==> src/rtl/cache_mem_arbiter_pkg.sv <==
// Shared constants for the caches and the main-memory arbiter:
// arbiter state encodings, line geometry and fill-target encodings.
package cache_mem_arbiter_pkg;

  typedef enum logic [1:0] {
    ST_IDLE  = 2'd0,
    ST_WRITE = 2'd1,
    ST_FILL  = 2'd2,
    ST_DONE  = 2'd3
  } state_e;

  // 16-bit words per line, and byte-offset bits within a line
  localparam int CMA_LINE_WORDS = 8;
  localparam int CMA_OFS_W      = 4;

  typedef enum logic {
    TGT_I = 1'b0,
    TGT_D = 1'b1
  } tgt_e;

endpackage

==> src/rtl/fill_counter.sv <==
// Word counter for a line fill: counts 0..LIMIT and holds at LIMIT,
// so the extra top bit marks "all words handled". last_o flags LIMIT-1.
module fill_counter #(
  parameter int LIMIT = 8,
  parameter int CW    = $clog2(LIMIT) + 1
) (
  input  logic          clk,
  input  logic          rst_n,
  input  logic          clr_i,
  input  logic          en_i,
  output logic [CW-1:0] cnt_o,
  output logic          last_o
);

  logic [CW-1:0] cnt_q, cnt_d;

  // next count: clear wins, otherwise step until the terminal value
  always_comb begin
    cnt_d = cnt_q;
    if (clr_i)
      cnt_d = '0;
    else if (en_i && (cnt_q != CW'(LIMIT)))
      cnt_d = cnt_q + 1'b1;
  end

  // count register, synchronous reset
  always_ff @(posedge clk) begin
    if (!rst_n) cnt_q <= '0;
    else        cnt_q <= cnt_d;
  end

  assign cnt_o  = cnt_q;
  assign last_o = (cnt_q == CW'(LIMIT - 1));

endmodule

==> src/rtl/cache_mem_arbiter.sv <==
// Main-memory arbiter: fixed-priority grant between D-cache stores,
// D-cache line fills and I-cache line fills. Fills issue one word address
// per cycle and steer the pipelined returns to the owning cache.
module cache_mem_arbiter
  import cache_mem_arbiter_pkg::*;
#(
  parameter int MEM_LAT    = 4,
  parameter int LINE_WORDS = CMA_LINE_WORDS
) (
  input  logic        clk,
  input  logic        rst_n,
  input  logic        I_miss_req,
  input  logic [15:0] I_miss_addr,
  input  logic        D_miss_req,
  input  logic [15:0] D_miss_addr,
  input  logic        D_wr_req,
  input  logic [15:0] D_wr_addr,
  input  logic [15:0] D_wr_data,
  output logic        mem_en,
  output logic        mem_wr,
  output logic [15:0] mem_addr,
  output logic [15:0] mem_wdata,
  input  logic [15:0] mem_rdata,
  input  logic        mem_data_valid,
  output logic        fill_valid,
  output logic        fill_to_D,
  output logic [2:0]  fill_word_idx,
  output logic [15:0] fill_data,
  output logic        I_fill_done,
  output logic        D_fill_done,
  output logic        D_wr_done,
  output logic        busy
);

  localparam int          CW        = $clog2(LINE_WORDS) + 1;
  localparam logic [15:0] BASE_MASK = 16'hFFFF << $clog2(2 * LINE_WORDS);
  // Latency never enters the control: completion is tracked by counting returns.
  localparam int unused_mem_lat = MEM_LAT;

  state_e        state_q, state_d;
  tgt_e          tgt_q, tgt_d;
  logic [15:0]   addr_q, addr_d;
  logic [15:0]   wdata_q, wdata_d;
  logic [CW-1:0] issue_cnt, recv_cnt;
  logic          recv_last, issue_last_unused;
  logic          cnt_clr, issue_act, recv_en;

  // counters restart every time the arbiter passes through IDLE
  assign cnt_clr   = (state_q == ST_IDLE);
  assign issue_act = (state_q == ST_FILL) && (issue_cnt != CW'(LINE_WORDS));
  assign recv_en   = (state_q == ST_FILL) && mem_data_valid;

  fill_counter #(.LIMIT(LINE_WORDS)) u_issue_cnt (
    .clk   (clk),
    .rst_n (rst_n),
    .clr_i (cnt_clr),
    .en_i  (issue_act),
    .cnt_o (issue_cnt),
    .last_o(issue_last_unused)
  );

  fill_counter #(.LIMIT(LINE_WORDS)) u_recv_cnt (
    .clk   (clk),
    .rst_n (rst_n),
    .clr_i (cnt_clr),
    .en_i  (recv_en),
    .cnt_o (recv_cnt),
    .last_o(recv_last)
  );

  // next state, request latch and all outputs; outputs held at 0 during reset
  always_comb begin
    state_d       = state_q;
    tgt_d         = tgt_q;
    addr_d        = addr_q;
    wdata_d       = wdata_q;
    mem_en        = 1'b0;
    mem_wr        = 1'b0;
    mem_addr      = 16'h0;
    mem_wdata     = 16'h0;
    fill_valid    = 1'b0;
    fill_to_D     = 1'b0;
    fill_word_idx = 3'h0;
    fill_data     = 16'h0;
    I_fill_done   = 1'b0;
    D_fill_done   = 1'b0;
    D_wr_done     = 1'b0;
    busy          = 1'b0;
    unique case (state_q)
      ST_IDLE: begin
        if (D_wr_req) begin
          state_d = ST_WRITE;
          tgt_d   = TGT_D;
          addr_d  = D_wr_addr;
          wdata_d = D_wr_data;
        end else if (D_miss_req) begin
          state_d = ST_FILL;
          tgt_d   = TGT_D;
          addr_d  = D_miss_addr & BASE_MASK;
        end else if (I_miss_req) begin
          state_d = ST_FILL;
          tgt_d   = TGT_I;
          addr_d  = I_miss_addr & BASE_MASK;
        end
      end
      ST_WRITE: begin
        state_d   = ST_IDLE;
        mem_en    = rst_n;
        mem_wr    = rst_n;
        mem_addr  = rst_n ? addr_q : 16'h0;
        mem_wdata = rst_n ? wdata_q : 16'h0;
        D_wr_done = rst_n;
        busy      = rst_n;
      end
      ST_FILL: begin
        if (recv_en && recv_last) state_d = ST_DONE;
        busy = rst_n;
        if (issue_act && rst_n) begin
          mem_en   = 1'b1;
          mem_addr = addr_q + (16'(issue_cnt) << 1);
        end
        if (recv_en && rst_n) begin
          fill_valid    = 1'b1;
          fill_to_D     = (tgt_q == TGT_D);
          fill_word_idx = 3'(recv_cnt);
          fill_data     = mem_rdata;
        end
      end
      ST_DONE: begin
        state_d     = ST_IDLE;
        busy        = rst_n;
        D_fill_done = rst_n && (tgt_q == TGT_D);
        I_fill_done = rst_n && (tgt_q == TGT_I);
      end
      default: state_d = ST_IDLE;
    endcase
  end

  // state and request latch registers
  always_ff @(posedge clk) begin
    if (!rst_n) begin
      state_q <= ST_IDLE;
      tgt_q   <= TGT_I;
      addr_q  <= 16'h0;
      wdata_q <= 16'h0;
    end else begin
      state_q <= state_d;
      tgt_q   <= tgt_d;
      addr_q  <= addr_d;
      wdata_q <= wdata_d;
    end
  end

endmodule

==> config.mk <==
export PLATFORM = sky130hd
export DESIGN_NAME = cache_mem_arbiter
export DESIGN_NICKNAME = d
export VERILOG_FILES = /design/src/rtl/cache_mem_arbiter_pkg.sv /design/src/rtl/fill_counter.sv /design/src/rtl/cache_mem_arbiter.sv
export SDC_FILE = /design/constraint.sdc
export NUM_CORES = 1
export LEC_CHECK = 0
export BUFFER_PORTS_ARGS = -buffer_cell sky130_fd_sc_hd__buf_2
export CORE_UTILIZATION = 46
export DETAILED_ROUTE_END_ITERATION = 8
export PLACE_DENSITY = 0.93
export SLEW_MARGIN = 20
export SYNTH_ARGS = -nofsm -noshare
export SYNTH_HDL_FRONTEND = slang
export SYNTH_SLANG_ARGS = --single-unit
==> constraint.sdc <==
create_clock -name clk -period 2.7 [get_ports clk]
set_input_delay 0.54 -clock clk [delete_from_list [all_inputs] [get_ports clk]]
set_output_delay 0.54 -clock clk [all_outputs]
set_load 0.01 [all_outputs]
==> run metrics, run 1 <==
status finished with violations; failing checks negative setup slack; HP Start wdata_q[7]$_SDFFE_PN0P_; WHS Path Cells 2; synth unique cells 48; Worst Path Max Fanout 9; flop-to-flop setup slack 760 ps; clock root buffer clkbuf_8; Tightest Pin Transition 795 ps; largest net degree at the start of global routing 36; Starting Density 48.0%; final hold vios 0; CORE AREA 5960 um^2; GPL Wtd Cong 0.881; ys async rst share 0%; critical path buffer and inverter count 1; Clock Skew 3.20 ps; per-cell routed wire length 14.3 um; 1st-iter DRT viols 251; Final Cell Area 3710 um^2; #FFs+latches synth 43; CTS tree yes; initial antenna violation count 0; max_slew headroom 47.0%; CP peak stage delay 400 ps; Ports 145; die area 6530 um^2; RSZ-0062 raised after global routing yes; Sink Count 43; drt drc 0; post-synthesis sequential area ratio 30.1%; pre-CTS setup slack 143 ps; drt first pass iters 5; all-layer global routing usage 24.3%; Rows 28; Post-Syn Nets 470; Max-Cap Viols 0; number of global-route vias before repair 2988; number of flops mapped to enable cells by yosys 0; reg2reg start state_q[0]$_SDFFE_PN0P_; main area contributors after synthesis dfxtp_1, mux2i_1, nand2_1; area leader, netlist dfxtp_1; fmax 0.368 GHz; global-route wire length before repair 12500 um; top-count cell post-synth nand2_1; P_leak 1.86 nW; Crit. End Element output pin; GRT overflow 0; detailed placer's ending HPWL 5820 um; CTS max path bufs 2; top cell type's share of synthesized area 30.1%; kind of critical path flop to output pin; Util after Layout 62.3%; critical path's top delay family adder cells; worst r2r dst addr_q[3]$_SDFFE_PN0P_; CTS HTree Levels 2; Worst-path clk slew 90 ps; slowest CP cell fa_2; die width 80.8 um; total power 0.00238 W; Top FF cell, synth dfxtp_1; vias per cell 5.54; Max Transition Viols Final 0; Synth top cells by count nand2_1, dfxtp_1, nor2_1; cell count of the worst reg-to-reg path 5; layout cells sized above 1 35.1%; DRT Wirelength 8140 um; Critical Path RT 2160 ps; clock latency at the later pin of the worst-skew pair 300 ps; post-route ant nets 0; Die Ht 80.8 um; final setup fails 2; hold endpoint wdata_q[7]$_SDFFE_PN0P_; peak supply drop 0.341 mV; CTS Buf Count 5; antenna cells 0; mapped cell area 2860 um^2; WHS 453 ps; nets@finish 594; Yosys Warn Count 0; Area growth syn-to-layout 29.9%; Worst EP arrival 2180 ps; via count 3164; Port-buffer cells 136; period utilization 101%; final setup margin -20.2 ps; power per cell area 642 nW/um^2; syn_area_per_cell 7.70 um^2; worst min-delay path class flop to flop; CP most frequent cell nand2_1; Final min period 2720 ps; Startpoint Class flop; CP cell instances ha_4 > fa_2 > a211oi_4 > nor2_4 > nand2_1 > nand2_1 > a311oi_1 > buf_2; post-place instance area 3500 um^2; Syn Inst Count 371
## layout make-up
type,instances,area (um^2)
Fill cell,525,2240
Multi-Input combinational cell,293,1900
Sequential cell,43,863
Timing Repair Buffer,141,718
Tap cell,75,93.8
Clock buffer,6,82.6
Inverter,11,41.3
Clock inverter,2,16.3
## what timing repair did
action | in CTS | in global routing
pin swaps | 5 | 4
gates resized for setup | 12 | 8
cloned | 0 | 1
hold buffers | 0 | 0
setup endpoints to repair | 11 | 11
buffers inserted | 1 | 1
## cell families after synthesis
logic type | share of synthesized area (%)
muxes | 8.76
AOI/OAI and AO/OA | 16.3
DFF | 30.1
adders and majority gates | 5.95
xor gates and xnor gates | 2.45
and+or+nand+nor | 29.5
buffers and inverters | 6.87
## power by group
group | switching, W | total, W | internal [W] | leakage (nW)
logic | 0.000646 | 0.00105 | 0.000408 | 1.46
registers | 0.000124 | 0.000880 | 0.000755 | 0.353
clock network | 0.000241 | 0.000450 | 0.000209 | 0.0474
total | 0.00101 | 0.00238 | 0.00137 | 1.86
## through the flow
step / cells / TNS [ps]
floorplan: 371 / 0
global placement: 560 / 0
detailed placement: 560 / 0
CTS: 569 / -31.7
global route: 571 / -608
finish: 571 / -24.4
## worst min-delay path, stage by stage, from the launching register on
cell and delay, ps:
dfxtp_1 310, nand2_1 50, a21oi_1 50
## routing by layer
layer	vias up	wire, um	GRT usage [%]
met1	1447	3120	24.1
met5	-	0	0
li1	1528	-	-
met4	0	234	14.6
met2	169	4230	46.6
met3	20	549	4.27
## sequential cells by signal, summed over array words and instances, names as in the netlist
signal / flops
u_recv_cnt.cnt_o: 4
wdata_q: 16
state_q: 2
addr_q: 16
u_issue_cnt.cnt_o: 4
tgt_q: 1
## layout by cell type (no fill, tap or decap), types with 2 or more instances in the layout
cell type  instances
nand4_1            6
dfxtp_1           41
nand2b_1           3
a22oi_1            9
xor2_1             5
clkbuf_8           6
dfxtp_2            2
and2_1            22
nor2_2             2
xnor2_1            3
ha_4               2
nor2_1            34
ha_2               3
a311oi_1           3
inv_1              9
a21oi_1           23
ha_1               7
nand2_1           59
mux2i_1           25
nand3_1           11
o31ai_1            3
a31oi_1            7
nor2_4             2
o21ai_0           19
o21ai_1            5
and3_1            19
buf_4              5
a21oi_2            2
buf_2            136
## how the worst max path moves through the flow
stage | from | cells after the start | end | slack, ps
4_1_cts | u_issue_cnt.cnt_o[0]$_SDFFE_PP0P_ | 8 | mem_addr[9] | -20
3_5_place_dp | addr_q[1]$_SDFFE_PN0P_ | 8 | mem_addr[9] | 140
5_1_grt | u_issue_cnt.cnt_o[0]$_SDFFE_PP0P_ | 8 | mem_addr[9] | -130
6_report | u_issue_cnt.cnt_o[0]$_SDFFE_PP0P_ | 8 | mem_addr[9] | -20
2_1_floorplan | addr_q[1]$_SDFFE_PN0P_ | 7 | mem_addr[9] | 310
3_3_place_gp | u_issue_cnt.cnt_o[0]$_SDFFE_PP0P_ | 8 | mem_addr[11] | 210
Power figures use the tool's default switching activity.
==> inputs of run 2 (changes only) <==
==> constraint.sdc (replaced) <==
create_clock -name clk -period 2.7 [get_ports clk]
set_input_delay 0.54 -clock clk [delete_from_list [all_inputs] [get_ports clk]]
set_output_delay 0.54 -clock clk [all_outputs]
set_load 0.05 [all_outputs]
==> run 2 against run 1 <==
Net effect: the run still ends with negative setup slack left; hold slack improved by 0.91 ps; sequential cell count unchanged; setup slack got worse by 140 ps; routed wire length decreased by 0.70%; clock-buffer cell count decreased by 1; sequential share of layout area decreased by 0.76 points; non-clock buffer count increased by 4; combinational power increased by 26%; critical endpoint unchanged; largest cell class unchanged; largest power group unchanged; highest routed layer unchanged.
==> run metrics, run 2 (same netlist as run 1, synthesis figures left out) <==
per-cell routed wire length 14.1 um; Worst Path Max Fanout 8; 1st-iter DRT viols 273; final hold vios 0; period utilization 106%; peak supply drop 0.354 mV; CORE AREA 5960 um^2; power per cell area 708 nW/um^2; max_slew headroom 51.7%; failing checks negative setup slack; clock latency at the later pin of the worst-skew pair 310 ps; fmax 0.350 GHz; nets@finish 597; Port-buffer cells 136; CP most frequent cell nand2_1; drt drc 0; CTS HTree Levels 2; Area growth syn-to-layout 34.5%; post-route ant nets 0; die width 80.8 um; GPL Wtd Cong 0.837; post-place instance area 3560 um^2; final setup margin -156 ps; CP peak stage delay 430 ps; initial antenna violation count 0; slowest CP cell fa_2; WHS 454 ps; Critical Path RT 2160 ps; Ports 145; Tightest Pin Transition 724 ps; CTS Buf Count 5; final setup fails 7; Final Cell Area 3840 um^2; Clock Skew 6.32 ps; largest net degree at the start of global routing 36; RSZ-0062 raised after global routing yes; Crit. End Element output pin; Top Registers addr_q x16, wdata_q x16; Worst-path clk slew 90 ps; CTS max path bufs 2; Worst EP arrival 2320 ps; P_leak 1.89 nW; DRT Wirelength 8080 um; Starting Density 48.0%; CTS tree yes; Util after Layout 64.5%; status finished with violations; Rows 28; worst min-delay path class flop to flop; Max-Cap Viols 0; all-layer global routing usage 25.8%; drt first pass iters 4; commonest non-fill, non-tap cell in the layout buf_2; number of global-route vias before repair 2811; Final min period 2860 ps; Sink Count 43; Die Ht 80.8 um; flop-to-flop setup slack 870 ps; Startpoint Class flop; GRT overflow 0; kind of critical path flop to output pin; antenna cells 0; vias per cell 5.40; global-route wire length before repair 13000 um; detailed placer's ending HPWL 5850 um; clock root buffer clkbuf_8; pre-CTS setup slack -18.7 ps; layout cells sized above 1 37.5%; Max Transition Viols Final 0; die area 6530 um^2; via count 3100; CP cell instances ha_4 > fa_2 > a211oi_4 > nor2_4 > nand2_1 > nand2_1 > a311oi_2 > buf_6; most frequent cells in the layout buf_2, nand2_1, dfxtp_1
[run 2: changes by cell type in the layout (fill, tap and decap cells not counted), sizes merged]
cell      change
buf           +2
bufinv        +1
clkbuf        +1
clkinvlp      -1
inv           +1
o211ai        -1
[run 2: where the power goes]
group	switching (W)	total [W]	internal, W
logic	0.000873	0.00132	0.000447
registers	0.000129	0.000884	0.000755
clock network	0.000240	0.000516	0.000276
[run 2: path summary, 6_finish.rpt]
path                                startpoint  depth (start not counted)                  endpoint
min                   wdata_q[12]$_SDFFE_PN0P_                          2  wdata_q[12]$_SDFFE_PN0P_
max          u_issue_cnt.cnt_o[0]$_SDFFE_PP0P_                          8               mem_addr[9]
min reg2reg           wdata_q[12]$_SDFFE_PN0P_                          2  wdata_q[12]$_SDFFE_PN0P_
max reg2reg            state_q[0]$_SDFFE_PN0P_                          5    addr_q[0]$_SDFFE_PN0P_
[run 2: routing by layer]
metal	vias up	global-route usage [%]	share of wire (%)
met2	157	48.2	52
met3	15	3.60	6.5
met4	0	10.5	2.1
met5	-	0	0
li1	1526	-	-
met1	1402	29.1	39
[run 2: area by class of cell]
cell class / instances / area [um^2]
well taps: 75 / 93.8
clock buffers: 5 / 68.8
multi-input cells: 292 / 1940
clock inverters: 3 / 43.8
flip-flops and latches: 43 / 865
fillers: 530 / 2110
repair buffers: 145 / 793
inverters: 11 / 41.3
[run 2: what timing repair did]
| item | in CTS | in global routing |
|---|---|---|
| setup endpoints to repair | 30 | 33 |
| hold buffers | 0 | 0 |
| resized for setup | 30 | 9 |
| cloned | 0 | 0 |
| setup buffers | 4 | 0 |
| pin swaps | 6 | 3 |
[run 2: critical path, delay by kind of cell (launching register included)]
kind            cells  cell delay [ps]
compound gates      2              600
fa+ha+maj           2              600
buf+inv             1              210
flops               1              360
simple gates        3              240
[run 2: through the flow]
| stage | setup TNS [ps] | power (W) | std cells |
|---|---|---|---|
| global placement | 0 | 0.00209 | 562 |
| detailed placement | -18.7 | 0.00213 | 562 |
| floorplan | -98.9 | 0.00191 | 371 |
| CTS | -156 | 0.00269 | 574 |
| global route | -1250 | 0.00289 | 574 |
| finish | -500 | 0.00272 | 574 |
